--- config.mk ---
export PLATFORM = sky130hd
export DESIGN_NAME = decode_queue
export DESIGN_NICKNAME = d
export VERILOG_FILES = /design/src/rtl/decode_pkg.sv /design/src/rtl/uop_decode.sv /design/src/rtl/decode_queue.sv
export SDC_FILE = /design/constraint.sdc
export NUM_CORES = 1
export LEC_CHECK = 0
export CAP_MARGIN = 25
export CORE_MARGIN = 2
export CORE_UTILIZATION = 55
export DETAILED_ROUTE_END_ITERATION = 7
export PLACE_DENSITY_LB_ADDON = 0.3
export SYNTH_ARGS = -nofsm -noshare
export SYNTH_HDL_FRONTEND = slang
export SYNTH_SLANG_ARGS = --single-unit
--- constraint.sdc ---
create_clock -name clk -period 9.3 [get_ports clk]
set_input_delay 1.86 -clock clk [delete_from_list [all_inputs] [get_ports clk]]
set_output_delay 1.86 -clock clk [all_outputs]
set_load 0.05 [all_outputs]
--- src/rtl/decode_pkg.sv ---
// decode_pkg: micro-op layout, opcode/funct constants and reservation station encodings.
package decode_pkg;
  typedef struct packed {
    logic [31:0] pc;
    logic [5:0]  operation;
    logic [4:0]  rd;
    logic [4:0]  rs1;
    logic [4:0]  rs2;
    logic        has_rd;
    logic        has_rs1;
    logic        has_rs2;
    logic [31:0] imm;
    logic [3:0]  rs_station;
    logic [5:0]  alu_fn;
    logic        illegal;
  } uop_t;
  localparam logic [5:0] OP_SPECIAL = 6'b000000;
  localparam logic [5:0] OP_ADDIU   = 6'b001001;
  localparam logic [5:0] OP_ANDI    = 6'b001100;
  localparam logic [5:0] OP_BEQ     = 6'b000100;
  localparam logic [5:0] OP_LW      = 6'b100011;
  localparam logic [5:0] OP_SW      = 6'b101011;
  localparam logic [5:0] OP_LUI     = 6'b001111;
  localparam logic [5:0] FN_ADDU    = 6'b100001;
  localparam logic [5:0] FN_AND     = 6'b100100;
  localparam logic [5:0] FN_DIV     = 6'b011010;
  localparam logic [5:0] FN_MFHI    = 6'b010000;
  localparam logic [5:0] FN_MFLO    = 6'b010010;
  localparam logic [3:0] ST_NONE    = 4'd0;
  localparam logic [3:0] ST_ALU     = 4'd1;
  localparam logic [3:0] ST_MDU     = 4'd2;
  localparam logic [3:0] ST_BRI     = 4'd3;
  localparam logic [3:0] ST_LSU     = 4'd4;
endpackage

--- src/rtl/uop_decode.sv ---
// uop_decode: pure combinational instruction-to-uop decoder; unused fields stay zero.
module uop_decode
  import decode_pkg::*;
(
  input  logic [31:0] instr,
  input  logic [31:0] pc,
  output uop_t        uop
);
  logic [5:0]  op, fn;
  logic [4:0]  rs, rt, rd;
  logic [31:0] simm, zimm;
  logic        unused_shamt;
  assign op           = instr[31:26];
  assign fn           = instr[5:0];
  assign rs           = instr[25:21];
  assign rt           = instr[20:16];
  assign rd           = instr[15:11];
  assign simm         = {{16{instr[15]}}, instr[15:0]};
  assign zimm         = {16'h0, instr[15:0]};
  assign unused_shamt = ^instr[10:6];
  always_comb begin
    uop    = '0;
    uop.pc = pc;
    case (op)
      OP_ADDIU, OP_ANDI, OP_LW: begin
        uop.operation  = op;
        uop.rs1        = rs;
        uop.has_rs1    = 1'b1;
        uop.rd         = rt;
        uop.has_rd     = 1'b1;
        uop.imm        = op == OP_ANDI ? zimm : simm;
        uop.rs_station = op == OP_LW ? ST_LSU : ST_ALU;
        uop.alu_fn     = op == OP_ANDI ? 6'd2 : 6'd0;
      end
      OP_BEQ, OP_SW: begin
        uop.operation  = op;
        uop.rs1        = rs;
        uop.has_rs1    = 1'b1;
        uop.rs2        = rt;
        uop.has_rs2    = 1'b1;
        uop.imm        = simm;
        uop.rs_station = op == OP_SW ? ST_LSU : ST_BRI;
        uop.alu_fn     = op == OP_SW ? 6'd1 : 6'd3;
      end
      OP_LUI: begin
        uop.operation  = op;
        uop.rd         = rt;
        uop.has_rd     = 1'b1;
        uop.imm        = {instr[15:0], 16'h0};
        uop.rs_station = ST_BRI;
      end
      OP_SPECIAL: begin
        // R-type uops carry the funct as their operation since the opcode is always zero
        case (fn)
          FN_ADDU, FN_AND, FN_DIV: begin
            uop.operation  = fn;
            uop.rs1        = rs;
            uop.has_rs1    = 1'b1;
            uop.rs2        = rt;
            uop.has_rs2    = 1'b1;
            uop.rd         = fn == FN_DIV ? 5'd0 : rd;
            uop.has_rd     = fn != FN_DIV;
            uop.rs_station = fn == FN_DIV ? ST_MDU : ST_ALU;
            uop.alu_fn     = fn == FN_AND ? 6'd1 : 6'd0;
          end
          FN_MFHI, FN_MFLO: begin
            uop.operation  = fn;
            uop.rd         = rd;
            uop.has_rd     = 1'b1;
            uop.rs_station = ST_MDU;
            uop.alu_fn     = fn == FN_MFHI ? 6'd1 : 6'd2;
          end
          default: uop.illegal = 1'b1;
        endcase
      end
      default: uop.illegal = 1'b1;
    endcase
  end
endmodule

--- src/rtl/decode_queue.sv ---
// decode_queue: decode-at-enqueue circular queue issuing up to ISSUE_W in-order uops per cycle.
module decode_queue
  import decode_pkg::*;
#(
  parameter int DEPTH   = 8,
  parameter int ISSUE_W = 2
) (
  input  logic                     clk,
  input  logic                     rst,
  input  logic                     flush,
  input  logic                     in_valid,
  output logic                     in_ready,
  input  logic [31:0]              in_instr,
  input  logic [31:0]              in_pc,
  output logic [ISSUE_W-1:0]       out_valid,
  input  logic [ISSUE_W-1:0]       out_ready,
  output uop_t [ISSUE_W-1:0]       out_uop,
  output logic [$clog2(DEPTH):0]   occupancy
);
  localparam int AW = $clog2(DEPTH);
  logic [AW-1:0] head_q, head_d, tail_q, tail_d;
  logic [AW:0]   occ_q, occ_d, k;
  logic          enq, run;
  uop_t          dec_uop;
  uop_t          mem [DEPTH];
  uop_decode u_dec (.instr(in_instr), .pc(in_pc), .uop(dec_uop));
  assign in_ready  = occ_q != (AW+1)'(DEPTH);
  assign occupancy = occ_q;
  assign enq       = in_valid & in_ready;
  for (genvar g = 0; g < ISSUE_W; g++) begin : g_slot
    assign out_valid[g] = occ_q > (AW+1)'(g);
    assign out_uop[g]   = mem[head_q + AW'(g)];
  end
  // only the leading run of valid&ready slots retires, keeping dequeue in order
  always_comb begin
    k   = '0;
    run = 1'b1;
    for (int i = 0; i < ISSUE_W; i++) begin
      run = run & out_valid[i] & out_ready[i];
      k   = k + (AW+1)'(run);
    end
    head_d = flush ? '0 : head_q + k[AW-1:0];
    tail_d = flush ? '0 : tail_q + AW'(enq);
    occ_d  = flush ? '0 : occ_q + (AW+1)'(enq) - k;
  end
  always_ff @(posedge clk or posedge rst) begin
    if (rst) begin
      head_q <= '0;
      tail_q <= '0;
      occ_q  <= '0;
    end else begin
      head_q <= head_d;
      tail_q <= tail_d;
      occ_q  <= occ_d;
    end
  end
  always_ff @(posedge clk) begin
    if (enq && !flush) mem[tail_q] <= dec_uop;
  end
endmodule

==> flow_metrics.env, run 1 <==
export IMPL_leakagePower_nw=13.2
export IMPL_cts_hold_buffers=0
export IMPL_post_synthesis_sequential_area_ratio_pct=64.1
export IMPL_instances_no_fill=2828
export IMPL_startpoint_type="flop"
export IMPL_seqPwrFrac_pct=28.0
export IMPL_final_count_of_negative_setup_slack_endpoints=0
export IMPL_synth_top_area_cell="sky130_fd_sc_hd__edfxtp_1"
export IMPL_cts_repair_timing_setup_buffer_count=0
export IMPL_internal_power_mw=8.66
export IMPL_cts_inserted_buffers=78
export IMPL_dieWidth_um=258
export IMPL_area_of_the_mapped_netlist_um2=35600
export IMPL_design_power_total_mw=14.2
export IMPL_post_cts_resize_count=0
export IMPL_comb_power_share_pct=49.9
export IMPL_worst_ir_drop_vdd_v=0.000267
export IMPL_synthMostInstantiatedCell="sky130_fd_sc_hd__edfxtp_1"
export IMPL_timing_worst_setup_path_type="reg -> out"
export IMPL_fin_crit_ns=6.53
export IMPL_pwr_density_cell_nw_per_um2=341
export IMPL_ys_warnings_count=0
export IMPL_yosys_cell_types_count=59
export IMPL_grt_first_pass_wirelength_um=123000
export IMPL_clock_sinks=762
export IMPL_cp_num_buf_inv=3
export IMPL_globalRouteOverflowTotal=0
export IMPL_setup_total_negative_slack_ns=0
export IMPL_switching_share_pct=38.9
export IMPL_routed_wl_um=81900
export IMPL_areaGrowthSynthToFinish_pct=16.8
export IMPL_timing_critical_path_max_delay_family="buffers and inverters"
export IMPL_largest_net_degree_at_the_start_of_global_routing=149
export IMPL_clk_insertion_delay_late_ns=0.63
export IMPL_cts_root_cell="sky130_fd_sc_hd__clkbuf_16"
export IMPL_ys_flop_type="sky130_fd_sc_hd__edfxtp_1"
export IMPL_post_route_drc_violation_count=0
export IMPL_cp_cell_sequence="buf_12, buf_4, mux4_2, mux2_2, clkdlybuf4s50_1"
export IMPL_async_flop_share_pct=1.31
export IMPL_unrepaired_setup_endpoints_after_global_routing="no"
export IMPL_worst_margin_slew_ns=1.11
export IMPL_number_of_synthesized_register_bits=762
export IMPL_run_status="finished, final reports clean"
export IMPL_first_global_vias=19435
export IMPL_finalCritPeriodShare_pct=70.2
export IMPL_floorplan_rows=93
export IMPL_final_max_slew_violation_count=0
export IMPL_avgViaCountPerCell=6.49
export IMPL_cp_data_required_time_ns=7.44
export IMPL_clk_pin_slew_ns=0.06
export IMPL_slew_headroom_pct=25.2
export IMPL_detailed_routing_iterations_pass_1=5
export IMPL_synth_area_per_cell_um2=21.6
export IMPL_antenna_found_initial=9
export IMPL_synthTopCellsByCount="sky130_fd_sc_hd__edfxtp_1, sky130_fd_sc_hd__mux4_2, sky130_fd_sc_hd__mux2_2"
export IMPL_routed_via_count=18357
export IMPL_tritoncts="built"
export IMPL_initial_core_util_pct=55.4
export IMPL_critical_path_endpoint_type="output pin"
export IMPL_synthCells=1645
export IMPL_globalRouteTotalUtil_pct=25.0
export IMPL_die_area_um2=66800
export IMPL_estimated_wirelength_of_the_detail_placed_design_um=48300
export IMPL_cts_root_to_sink_buffers=3
export IMPL_drive_above_1_share_pct=37.5
export IMPL_switching_power_summed_over_all_nets_mw=5.52
export IMPL_place_port_buffers=264
export IMPL_dieHeight_um=258
export IMPL_yosysTopAreaCellShare_pct=63.4
export IMPL_critical_path_max_stage_delay_ns=0.83
export IMPL_cp_slowest_cell="sky130_fd_sc_hd__buf_4"
export IMPL_detail_route_wl_per_cell_um=28.9
export IMPL_drt_initial_drc_count=1466
export IMPL_final_antenna_net_count=0
export IMPL_gp_routability_congestion=0.777
export IMPL_share_clk_of_total_power_pct=22.0
export IMPL_timing_fmax_mhz=153
export IMPL_worst_ep_arrival_time_ns=4.67
export IMPL_post_layout_util_pct=64.8
export IMPL_report_final_hold_viol_count=0
export IMPL_place_inst=2679
export IMPL_max_cap_violations=0
export IMPL_yosys_top_cells_area="sky130_fd_sc_hd__edfxtp_1, sky130_fd_sc_hd__mux4_2, sky130_fd_sc_hd__mux2_2, sky130_fd_sc_hd__buf_6, sky130_fd_sc_hd__buf_2"
export IMPL_worst_hold_path_type="reg -> reg"
export IMPL_nets=1991
export IMPL_whs_ns=0.653
export IMPL_num_io_pins=275
export IMPL_synth_edff_count=752
export IMPL_design_core_area_um2=64200
export IMPL_final_setup_skew_ns=0.0248
export IMPL_maximum_fanout_encountered_on_the_critical_timing_path=148
export IMPL_htree_levels=3
-- through the flow --
step	worst slack, ns	cell area, um^2
floorplan	0.164	35600
global placement	3.27	38900
detailed placement	3.25	39000
CTS	2.55	41500
global route	2.45	41600
finish	2.77	41600
-- sequential cells by signal, indices dropped and copies added, names as in the netlist --
name / cells
mem: 752
occupancy: 4
head_q: 3
tail_q: 3
-- metal layers --
metal	global-route usage (%)	part of all wire [%]	vias to the layer above
met4	6.62	2.3	16
li1	-	-	7637
met3	5.72	7.2	132
met2	42.9	52	606
met5	0	0.13	-
met1	32.6	38	9966
-- cell type report --
| class | count | area, um^2 |
|---|---|---|
| timing repair buffer | 302 | 3040 |
| tap | 855 | 1070 |
| inverter | 11 | 41.3 |
| fill | 4236 | 22600 |
| clock inverter | 54 | 574 |
| clock buffer | 88 | 1990 |
| multi-input combinational | 752 | 12000 |
| sequential | 762 | 22800 |
| antenna | 4 | 10.0 |
-- cells by family (layout without fill, tap and decap cells) --
logic type               count (synthesis)  in the layout  synth area share (%)
other                                    1             14                0.0105
AO/OA/AOI/OAI                           58             58                  1.26
adder cells (fa/ha/maj)                 14             14                 0.534
XOR/XNOR                                 7              7                 0.172
AND/OR/NAND/NOR                         99             99                  1.72
buffers and inverters                  140            455                  2.44
flip-flops                             762            762                  64.1
multiplexers                           564            564                  29.7
-- path summary, 6_finish.rpt --
check | cells after the start | endpoint | slack [ns] | from
setup / recovery | 5 | out_uop[163] | 2.77 | head_q[0]
hold / removal | 2 | tail_q[0] | 0.65 | tail_q[0]
setup reg to reg | 8 | mem[4][22] | 5.62 | occupancy[2]
hold reg to reg | 2 | tail_q[0] | 0.65 | tail_q[0]
max in group asynchronous | 2 | head_q[2] | 7.46 | rst
min in group asynchronous | 2 | occupancy[1] | 1.52 | rst
-- cells in the final DEF (no fill, tap or decap), types with 5 or more instances in the layout --
| master | count |
|---|---|
| sky130_fd_sc_hd__edfxtp_1 | 752 |
| sky130_fd_sc_hd__mux4_2 | 375 |
| sky130_fd_sc_hd__clkdlybuf4s50_1 | 264 |
| sky130_fd_sc_hd__mux2_2 | 188 |
| sky130_fd_sc_hd__clkbuf_16 | 78 |
| sky130_fd_sc_hd__buf_4 | 30 |
| sky130_fd_sc_hd__and2_1 | 24 |
| sky130_fd_sc_hd__clkinv_1 | 21 |
| sky130_fd_sc_hd__a21o_1 | 19 |
| sky130_fd_sc_hd__nand2_1 | 12 |
| sky130_fd_sc_hd__nor2_1 | 11 |
| sky130_fd_sc_hd__ha_1 | 11 |
| sky130_fd_sc_hd__clkinv_2 | 11 |
| sky130_fd_sc_hd__nor2b_1 | 10 |
| sky130_fd_sc_hd__inv_1 | 10 |
| sky130_fd_sc_hd__conb_1 | 10 |
| sky130_fd_sc_hd__bufinv_16 | 10 |
| sky130_fd_sc_hd__clkbuf_1 | 10 |
| sky130_fd_sc_hd__a22o_1 | 7 |
| sky130_fd_sc_hd__dfrtp_1 | 7 |
| sky130_fd_sc_hd__nor3b_1 | 6 |
| sky130_fd_sc_hd__a21oi_1 | 6 |
| sky130_fd_sc_hd__nor2_4 | 6 |
| sky130_fd_sc_hd__clkinv_8 | 5 |
-- power by group through the flow --
stage / Sequential [mW] / Clock (mW) / Combinational (mW)
after floorplan: 4.02 / 0 / 5.25
after global placement: 4.03 / 0 / 7.04
after detailed placement: 4.04 / 0 / 7.10
after CTS: 3.97 / 3.18 / 7.14
after global routing: 3.98 / 3.30 / 7.40
final: 3.97 / 3.12 / 7.08
-- worst reg2reg max path: stages (launching register included) --
cell and delay (ns):
sky130_fd_sc_hd__dfrtp_1 0.35, sky130_fd_sc_hd__inv_1 0.08, sky130_fd_sc_hd__ha_1 0.19, sky130_fd_sc_hd__or3b_2 0.22, sky130_fd_sc_hd__nand2_1 0.09, sky130_fd_sc_hd__or3_1 0.48
sky130_fd_sc_hd__nor2_4 0.32, sky130_fd_sc_hd__buf_4 0.59, sky130_fd_sc_hd__buf_4 0.94
Note: power is estimated with default switching activity, not from simulation.
==> run 2: changes to the inputs <==
==> constraint.sdc (replaced) <==
create_clock -name clk -period 6.8 [get_ports clk]
set_input_delay 1.36 -clock clk [delete_from_list [all_inputs] [get_ports clk]]
set_output_delay 1.36 -clock clk [all_outputs]
set_load 0.05 [all_outputs]
==> run 2 against run 1 <==
Compared with the run above:
- sequential power increased by 38%
- cell count increased by 0.14%
- first-iteration DRC count increased by 13%
- core utilization about the same
- sequential share of layout area about the same
==> flow_metrics.env, run 2 (synthesis gave the netlist of run 1 again) <==
export IMPL_timing_final_ws_setup_ns=1.22
export IMPL_maximum_fanout_encountered_on_the_critical_timing_path=47
export IMPL_leakagePower_nw=13.2
export IMPL_worst_hold_path_num_cells=2
export IMPL_detailed_routing_iterations_pass_1=5
export IMPL_mostFrequentLayoutCell="sky130_fd_sc_hd__edfxtp_1"
export IMPL_sequential_cell_area_um2=22800
export IMPL_htree_levels=3
export IMPL_timing_worst_setup_path_type="reg -> out"
export IMPL_drt_initial_drc_count=1659
export IMPL_globalRouteTotalUtil_pct=25.2
export IMPL_dieHeight_um=258
export IMPL_most_common_layout_cells="sky130_fd_sc_hd__edfxtp_1, sky130_fd_sc_hd__mux4_2, sky130_fd_sc_hd__clkdlybuf4s50_1"
export IMPL_gp_routability_congestion=0.782
export IMPL_internal_power_mw=11.7
export IMPL_final_setup_skew_ns=0.0222
export IMPL_final_antenna_net_count=0
export IMPL_post_route_drc_violation_count=0
export IMPL_seqPwrFrac_pct=28.4
export IMPL_setup_total_negative_slack_ns=0
export IMPL_initial_core_util_pct=55.4
export IMPL_worst_ir_drop_vdd_v=0.000478
export IMPL_multiInputGateArea_um2=12000
export IMPL_tritoncts="built"
export IMPL_cts_hold_buffers=0
export IMPL_antenna_found_initial=11
export IMPL_num_io_pins=275
export IMPL_switching_power_summed_over_all_nets_mw=7.51
export IMPL_final_count_of_negative_setup_slack_endpoints=0
export IMPL_report_final_hold_viol_count=0
export IMPL_share_clk_of_total_power_pct=21.6
export IMPL_biggest_register="mem"
export IMPL_fillers=4169
export IMPL_fin_crit_ns=5.58
export IMPL_clock_sinks=762
export IMPL_place_port_buffers=264
export IMPL_dieWidth_um=258
export IMPL_floorplan_rows=93
export IMPL_avgViaCountPerCell=6.50
export IMPL_unrepaired_setup_endpoints_after_global_routing="no"
export IMPL_ff2ff_path_depth=6
export IMPL_cts_repair_timing_setup_buffer_count=0
export IMPL_design_core_area_um2=64200
export IMPL_finalCritPeriodShare_pct=82.0
export IMPL_preCtsSetupSlack_ns=1.78
export IMPL_final_max_slew_violation_count=0
export IMPL_clk_pin_slew_ns=0.06
export IMPL_areaGrowthSynthToFinish_pct=16.8
export IMPL_detail_route_wl_per_cell_um=29.3
export IMPL_worst_margin_slew_ns=1.07
export IMPL_timing_fmax_mhz=179
export IMPL_routed_wl_um=82900
export IMPL_largest_net_degree_at_the_start_of_global_routing=134
export IMPL_die_area_um2=66800
export IMPL_startpoint_type="flop"
export IMPL_cp_data_required_time_ns=5.44
export IMPL_post_cts_resize_count=0
export IMPL_worst_hold_path_type="reg -> reg"
export IMPL_clk_insertion_delay_late_ns=0.62
export IMPL_routed_via_count=18415
export IMPL_pwr_density_cell_nw_per_um2=463
export IMPL_comb_power_share_pct=50.0
export IMPL_run_status="finished, final reports clean"
export IMPL_cts_root_cell="sky130_fd_sc_hd__clkbuf_16"
export IMPL_globalRouteOverflowTotal=0
export IMPL_drive_above_1_share_pct=37.4
export IMPL_regToRegSetupSlack_ns=3.63
export IMPL_first_global_vias=19541
export IMPL_worst_ep_arrival_time_ns=4.22
export IMPL_max_cap_violations=0
export IMPL_nets=1995
export IMPL_critical_path_endpoint_type="output pin"
export IMPL_estimated_wirelength_of_the_detail_placed_design_um=48700
export IMPL_switching_share_pct=39.0
export IMPL_cts_root_to_sink_buffers=3
export IMPL_cts_inserted_buffers=80
export IMPL_slew_headroom_pct=28.9
export IMPL_largest_reg_flops=752
export IMPL_grt_first_pass_wirelength_um=124000
[run 2: area by class of cell]
cell class	count	share of cell area, %
Inverter	11	0.0993
Tap cell	855	2.57
Timing Repair Buffer	304	7.47
Antenna cell	3	0.0181
Clock buffer	102	5.17
Sequential cell	762	54.9
Clock inverter	43	0.818
Multi-Input combinational cell	752	28.9
[run 2: power groups by stage]
stage          Clock [mW]  Sequential, mW  Combinational (mW)
3_5_place_dp            0            5.57                9.66
4_1_cts              4.22            5.48                9.71
3_3_place_gp            0            5.55                9.59
2_1_floorplan           0            5.49                7.18
6_report             4.16            5.47                9.63
5_1_grt              4.42            5.50                10.0
[run 2: metal layers]
metal / wire length, um / track usage [%] / up-vias
met5: 130 / 0 / -
met1: 32200 / 33.9 / 9834
li1: - / - / 7659
met4: 2630 / 9.01 / 18
met3: 6490 / 5.58 / 144
met2: 41500 / 41.2 / 760
[run 2: worst paths after layout]
check / startpoint / to
worst max-delay path: head_q[0] / out_uop[101]
worst min-delay path: tail_q[0] / tail_q[0]
worst max register to register: occupancy[2] / mem[7][36]
worst min register to register: tail_q[0] / tail_q[0]
max in group asynchronous: rst / head_q[1]
min in group asynchronous: rst / tail_q[1]
[run 2: metrics by stage]
| step | utilization [%] | instances | hold WS [ns] | total power [mW] | cell area, um^2 |
|---|---|---|---|---|---|
| floorplan | - | 1654 | 0.601 | 12.7 | 35600 |
| finish | 64.7 | 2832 | 0.651 | 19.3 | 41600 |
| global route | 64.7 | 2831 | 0.701 | 20.0 | 41600 |
| detailed placement | 60.8 | 2680 | 0.642 | 15.2 | 39000 |
| global placement | 60.7 | 2679 | 0.617 | 15.1 | 39000 |
| CTS | 64.7 | 2825 | 0.656 | 19.4 | 41500 |
[run 2: worst max-delay path, stage by stage (launching register included)]
cell,delay (ns)
sky130_fd_sc_hd__dfrtp_4,0.72
sky130_fd_sc_hd__ha_4,0.88
sky130_fd_sc_hd__buf_4,0.56
sky130_fd_sc_hd__mux4_2,0.37
sky130_fd_sc_hd__mux2_2,0.27
sky130_fd_sc_hd__clkdlybuf4s50_1,0.76
